### src/rtl/sm83_alu_pkg.sv
// sm83_alu_pkg: shared types and constants for the nibble-serial SM83 ALU sequencer.
package sm83_alu_pkg;
    localparam int ALU_WIDTH = 4;
    localparam int BCD_MAX = 9;
    localparam int BCD_ADJ = 6;
    typedef logic [ALU_WIDTH-1:0] hword_t;
    typedef enum logic [1:0] {OP_SHIFT, OP_DAA, OP_COND, OP_SWAP} alu_seq_op_t;
    typedef enum logic [2:0] {SH_RLC, SH_RRC, SH_RL, SH_RR, SH_SLA, SH_SRA, SH_SLL, SH_SRL} shift_mode_t;
    typedef enum logic [1:0] {ST_IDLE, ST_RUN, ST_DONE} state_t;
endpackage

### src/rtl/sm83_alu_digit.sv
// sm83_alu_digit: one digit step of a shift or BCD adjust, purely combinational.
module sm83_alu_digit #(
    parameter int W = 4
) (
    input  logic         daa,
    input  logic         right,
    input  logic         sub,
    input  logic         fix,
    input  logic         cin,
    input  logic [W-1:0] d,
    output logic [W-1:0] q,
    output logic         cout,
    output logic         adj
);
    import sm83_alu_pkg::*;
    logic [W:0] v;
    logic       gt;
    always_comb begin
        v = {1'b0, d} + {{W{1'b0}}, cin};
        gt = int'(v) > BCD_MAX;
        adj = sub ? fix : (gt | fix);
        q = daa ? (sub ? (fix ? d - W'(BCD_ADJ) : d) : (adj ? v[W-1:0] + W'(BCD_ADJ) : v[W-1:0]))
                : (right ? {cin, d[W-1:1]} : {d[W-2:0], cin});
        cout = daa ? (~sub & gt) : (right ? d[0] : d[W-1]);
    end
endmodule

### src/rtl/sm83_alu_seq.sv
// sm83_alu_seq: digit-serial shift/DAA/condition sequencer for the SM83 4-bit ALU.
// Define SM83_ALU_SEQ_SWAP_EN to make op=3 a digit rotate instead of a NOP.
module sm83_alu_seq #(
    parameter int ALU_WIDTH = 4,
    parameter int DIGITS = 2,
    localparam int WORD_SIZE = ALU_WIDTH * DIGITS
) (
    input  logic                 clk,
    input  logic                 nreset,
    input  logic                 start,
    input  logic [1:0]           op,
    input  logic [2:0]           op543,
    input  logic                 sub,
    input  logic                 carry_in,
    input  logic                 half_in,
    input  logic                 zero_in,
    input  logic [WORD_SIZE-1:0] data_in,
    output logic                 busy,
    output logic                 done,
    output logic [WORD_SIZE-1:0] data_out,
    output logic                 carry_out,
    output logic                 zero_out,
    output logic                 half_out,
    output logic                 cond_result
);
    import sm83_alu_pkg::*;
`ifdef SM83_ALU_SEQ_SWAP_EN
    localparam bit SWAP_EN = 1'b1;
`else
    localparam bit SWAP_EN = 1'b0;
`endif
    localparam int IW = $clog2(DIGITS);
    localparam logic [IW-1:0] LAST = IW'(DIGITS - 1);

    state_t               state_q, state_d;
    alu_seq_op_t          op_q, op_d;
    logic                 r_q, r_d, sub_q, sub_d, cin_q, cin_d, hin_q, hin_d, c_q, c_d;
    logic [IW-1:0]        idx_q, idx_d;
    logic [WORD_SIZE-1:0] opnd_q, opnd_d, res_q, res_d, dout_q, dout_d;
    logic                 cout_q, cout_d, zout_q, zout_d, hout_q, hout_d, cond_q, cond_d;
    logic [IW-1:0]        pos, npos;
    logic [ALU_WIDTH-1:0] dig, nxt, dq;
    logic                 fix, dcout, dadj, shc, run_op;

    // Right shifts walk MSB digit first; everything else walks LSB first.
    always_comb begin
        pos = r_q ? LAST - idx_q : idx_q;
        npos = (pos == LAST) ? '0 : pos + 1'b1;
        dig = opnd_q[int'(pos)*ALU_WIDTH +: ALU_WIDTH];
        nxt = opnd_q[int'(npos)*ALU_WIDTH +: ALU_WIDTH];
        fix = ((pos == '0) & hin_q) | ((pos == LAST) & cin_q);
        shc = (op543 == SH_RRC) ? data_in[0]
            : (op543 == SH_RLC || op543 == SH_SRA) ? data_in[WORD_SIZE-1]
            : (op543 == SH_RL || op543 == SH_RR) ? carry_in
            : (op543 == SH_SLL);
        run_op = (op == OP_SHIFT) | (op == OP_DAA) | ((op == OP_SWAP) & SWAP_EN);
    end

    sm83_alu_digit #(.W(ALU_WIDTH)) u_digit (
        .daa(op_q == OP_DAA), .right(r_q), .sub(sub_q), .fix(fix), .cin(c_q),
        .d(dig), .q(dq), .cout(dcout), .adj(dadj)
    );

    always_comb begin
        state_d = state_q;
        op_d = op_q;
        r_d = r_q;
        sub_d = sub_q;
        cin_d = cin_q;
        hin_d = hin_q;
        c_d = c_q;
        idx_d = idx_q;
        opnd_d = opnd_q;
        res_d = res_q;
        dout_d = dout_q;
        cout_d = cout_q;
        zout_d = zout_q;
        hout_d = hout_q;
        cond_d = cond_q;
        case (state_q)
            ST_IDLE: if (start) begin
                op_d = alu_seq_op_t'(op);
                r_d = (op == OP_SHIFT) & op543[0];
                sub_d = sub;
                cin_d = carry_in;
                hin_d = half_in;
                c_d = (op == OP_SHIFT) & shc;
                idx_d = '0;
                opnd_d = data_in;
                state_d = run_op ? ST_RUN : ST_DONE;
                if (op == OP_COND) begin
                    cond_d = op543[1] ? (carry_in ^ ~op543[0]) : (zero_in ^ ~op543[0]);
                    zout_d = zero_in;
                    hout_d = half_in;
                end else if (!run_op) begin
                    dout_d = data_in;
                    zout_d = (data_in == '0);
                    cout_d = carry_in;
                    hout_d = 1'b0;
                end
            end
            ST_RUN: begin
                res_d[int'(pos)*ALU_WIDTH +: ALU_WIDTH] = (op_q == OP_SWAP) ? nxt : dq;
                c_d = dcout;
                idx_d = idx_q + 1'b1;
                if (idx_q == LAST) begin
                    state_d = ST_DONE;
                    idx_d = '0;
                    dout_d = res_d;
                    zout_d = (res_d == '0);
                    hout_d = 1'b0;
                    cout_d = (op_q == OP_SHIFT) ? dcout : (op_q == OP_DAA) ? (sub_q ? cin_q : dadj) : 1'b0;
                end
            end
            default: state_d = ST_IDLE;
        endcase
    end

    always_ff @(posedge clk or negedge nreset) begin
        if (!nreset) begin
            state_q <= ST_IDLE;
            op_q <= OP_SHIFT;
            r_q <= 1'b0;
            sub_q <= 1'b0;
            cin_q <= 1'b0;
            hin_q <= 1'b0;
            c_q <= 1'b0;
            idx_q <= '0;
            opnd_q <= '0;
            res_q <= '0;
            dout_q <= '0;
            cout_q <= 1'b0;
            zout_q <= 1'b0;
            hout_q <= 1'b0;
            cond_q <= 1'b0;
        end else begin
            state_q <= state_d;
            op_q <= op_d;
            r_q <= r_d;
            sub_q <= sub_d;
            cin_q <= cin_d;
            hin_q <= hin_d;
            c_q <= c_d;
            idx_q <= idx_d;
            opnd_q <= opnd_d;
            res_q <= res_d;
            dout_q <= dout_d;
            cout_q <= cout_d;
            zout_q <= zout_d;
            hout_q <= hout_d;
            cond_q <= cond_d;
        end
    end

    assign busy = (state_q != ST_IDLE);
    assign done = (state_q == ST_DONE);
    assign data_out = dout_q;
    assign carry_out = cout_q;
    assign zero_out = zout_q;
    assign half_out = hout_q;
    assign cond_result = cond_q;
endmodule

### config.mk
export PLATFORM = sky130hd
export DESIGN_NAME = sm83_alu_seq
export DESIGN_NICKNAME = d
export VERILOG_FILES = /design/src/rtl/sm83_alu_pkg.sv /design/src/rtl/sm83_alu_digit.sv /design/src/rtl/sm83_alu_seq.sv
export SDC_FILE = /design/constraint.sdc
export NUM_CORES = 1
export LEC_CHECK = 0
export CAP_MARGIN = 30
export CORE_AREA = 5 5 84 67
export CTS_CLUSTER_SIZE = 30
export DETAILED_ROUTE_END_ITERATION = 7
export DIE_AREA = 0 0 89 72
export PLACE_DENSITY_LB_ADDON = 0.15
export SETUP_SLACK_MARGIN = 0.15
export SLEW_MARGIN = 10
export SYNTH_ARGS = -nofsm -noshare
export SYNTH_HDL_FRONTEND = slang
export SYNTH_SLANG_ARGS = --single-unit
### constraint.sdc
create_clock -name clk -period 8.66 [get_ports clk]
set_input_delay 0.866 -clock clk [delete_from_list [all_inputs] [get_ports clk]]
set_output_delay 0.866 -clock clk [all_outputs]
set_load 0.02 [all_outputs]
==> flow_summary.ini <==
[run_status]
outcome = finished, final reports clean

[clocking]
cts_tree = built
clock_tree.root_cell = clkbuf_8
cts_setup_buffers = 0
clock_sinks = 38
cts_buffers = 5
clkLatencyLatePin_ns = 0.28
path_clk_slew_ns = 0.07
h-tree-depth = 2
hold_buffers = 0
ctsResizeCount = 0
clock_path_buffers = 2

[grt]
grt_use_total_pct = 24.0
grt_max_degree = 39
grt_remaining_overflow = 0
grt_first_pass_wirelength_um = 12000
antenna_found_initial = 0
first_global_vias = 2363

[setup_path]
timing.critical_path.buf_inv = 2
ff2ff_setup_slack_ns = 4.47
setup.worst_path.class = flop to flop
critPathTopFamily = compound AO/OA/AOI/OAI gates
start_kind = flop
crit_arrival_ns = 4.36
crit_chain = xor2_1, buf_4, mux2i_1, inv_1, ha_1, nand3_1, mux2i_1, a31o_2, ha_1, nor2b_1, a21oi_1, o32ai_2, or3_1, a31oi_2, o21ai_2, a41o_1
reg2reg_depth = 16
cpPeakStageDelay_ns = 0.60
regToRegStartpoint = r_q$_DFFE_PN0P_
reg2reg_to = zero_out$_DFFE_PN0P_
slowest_stage = dfrtp_1
worstPathRequired_ns = 8.83
path_max_fanout = 20
cp-end-kind = flop

[sta]
worst_slew_pin_slew_ns = 0.837
slew_violations = 0
setup_viol = 0
rsz0062_at_grt = no
clock_skew_ns = 0.00570
timing.final.crit_share_pct = 48.4
finalHoldViolCount = 0
fin_setup_tns_ns = 0
relSlewSlack_pct = 44.2
setup_slack_ns = 4.47
fin_crit_ns = 4.19
fmax_ghz = 0.238

[routing]
drtAntennaViolNets = 0
drc = 0
num_vias = 2516
drtPass1Iterations = 5
drt_iter0_markers = 267
avgViaCountPerCell = 6.21
wl_per_cell_um = 18.0
wl_um = 7290

[power_and_ir_drop]
powerDensity_mw_per_mm2 = 438
swShare_pct = 49.9
p_comb_share_pct = 62.3
power_frac_clock_pct = 8.8
worst_ir_drop_vdd_mv = 0.233
p_int_mw = 0.669
p_sw_mw = 0.666
p_leak_nw = 1.32
seqPwrFrac_pct = 28.8

[logic_synthesis]
synthCells = 322
syn_area_per_cell_um2 = 8.16
yosysTopAreaCell = dfrtp_1
synth_top_area_share_pct = 36.2
synth-edff-count = 0
synth_common_cells = nand2_1, dfrtp_1, nor2_1
synth_most_common_cell = nand2_1
netlist_area_mm2 = 0.00263
yosys_warnings = 0
synth_top_flop_cell = dfrtp_1
synth_area_leaders = dfrtp_1, nand2_1, mux2i_1
postSynth.asyncResetShare_pct = 100
ys_ff_latch = 38
syn_nets = 346
ys_seq_area_share_pct = 36.2
synth_cell_type_count = 56

[flow_run]
cap_violations = 0

[final_layout]
synthToLayoutAreaGrowth_pct = 16.0
final_nets = 370
antenna_cells = 0
layout-drive-gt1-share_pct = 8.70

[floorplan]
io_pins = 34
die-area_mm2 = 0.00641
die_w_um = 89
die_height_um = 72
rows = 22
start_util_pct = 55.8
core_area_mm2 = 0.00471

[worst_hold_path]
hold_depth = 2
hold_class = flop to flop
whs_endpoint = data_out[3]$_DFFE_PN0P_
worstHoldStart = data_out[3]$_DFFE_PN0P_

[placed_design]
port-buffer-count = 33
place_hpwl_um = 5440
place_ws_ns = 4.53
finalWeightedCongestion = 0.888
[worst max path at each step]
stage	depth (start not counted)	start	slack [ns]	to
after floorplan	18	idx_q$_DFFE_PN0P_	4.94	zero_out$_DFFE_PN0P_
after global placement	16	r_q$_DFFE_PN0P_	4.68	zero_out$_DFFE_PN0P_
after detailed placement	16	r_q$_DFFE_PN0P_	4.53	zero_out$_DFFE_PN0P_
after CTS	16	r_q$_DFFE_PN0P_	4.53	zero_out$_DFFE_PN0P_
after global routing	16	r_q$_DFFE_PN0P_	4.18	zero_out$_DFFE_PN0P_
final	16	r_q$_DFFE_PN0P_	4.47	zero_out$_DFFE_PN0P_
[power groups by stage]
| stage | combinational, mW | clock [mW] | sequential [mW] |
|---|---|---|---|
| 2_1_floorplan | 0.612 | 0 | 0.356 |
| 3_3_place_gp | 0.812 | 0 | 0.382 |
| 3_5_place_dp | 0.819 | 0 | 0.383 |
| 4_1_cts | 0.823 | 0.120 | 0.381 |
| 5_1_grt | 0.919 | 0.129 | 0.399 |
| 6_report | 0.832 | 0.118 | 0.385 |
[layer usage]
layer	GRT usage, %	vias up	wire length, um
met4	5.79	0	68
met1	35.8	1194	3390
met2	36.2	122	3290
met3	4.31	6	541
met5	0	-	0
li1	-	1194	-
[kinds of logic (layout without fill, tap and decap cells)]
group | Yosys count | in the layout | synth area share, %
simple gates | 139 | 139 | 24.2
compound gates | 89 | 89 | 22.6
flops | 38 | 38 | 36.2
buf+inv | 28 | 51 | 4.72
mux | 20 | 20 | 8.43
fa+ha+maj | 4 | 4 | 1.91
xor+xnor | 4 | 4 | 1.91
[metrics by stage]
step                power (mW)  cell area [um2]  util (%)  hold slack [ns]  std cells
floorplan                0.968             2630         -            0.472        322
global placement          1.19             2960      62.8            0.475        398
detailed placement        1.20             2960      62.8            0.478        398
CTS                       1.32             3040      64.6            0.494        404
global route              1.45             3050      64.7            0.534        405
finish                    1.33             3050      64.7            0.487        405
[cells in the final DEF (no fill, tap or decap), types with 5 or more instances in the layout]
cell type,instances
nor3_1,5
o21ai_0,22
inv_1,9
a211oi_1,5
nand2_1,66
mux2_2,7
clkbuf_8,6
nand3b_1,5
nor2b_1,7
mux2i_1,12
nor2_1,28
nor4_1,5
dfrtp_1,38
a21oi_1,19
nand3_1,8
clkdlybuf4s50_1,32
[tightest hold or removal path, delay by kind of cell, from the launching register on]
family / cells / cell delay [ns]
flip-flops: 1 / 0.35
AO/OA/AOI/OAI: 1 / 0.06
AND/OR/NAND/NOR: 1 / 0.05
[state kept, by name (all words and copies together) (netlist names)]
register,cells
carry_out,1
half_out,1
opnd_q,8
res_q,8
cin_q,1
state_q,2
c_q,1
op_q,2
zero_out,1
idx_q,1
cond_result,1
hin_q,1
r_q,1
sub_q,1
data_out,8
[final cells by class]
cell class,instances,area (um2)
Sequential cell,38,951
Clock buffer,6,82.6
Inverter,9,33.8
Fill cell,396,1660
Tap cell,60,75.1
Multi-Input combinational cell,256,1560
Timing Repair Buffer,36,348
(Power assumes the default switching activity.)
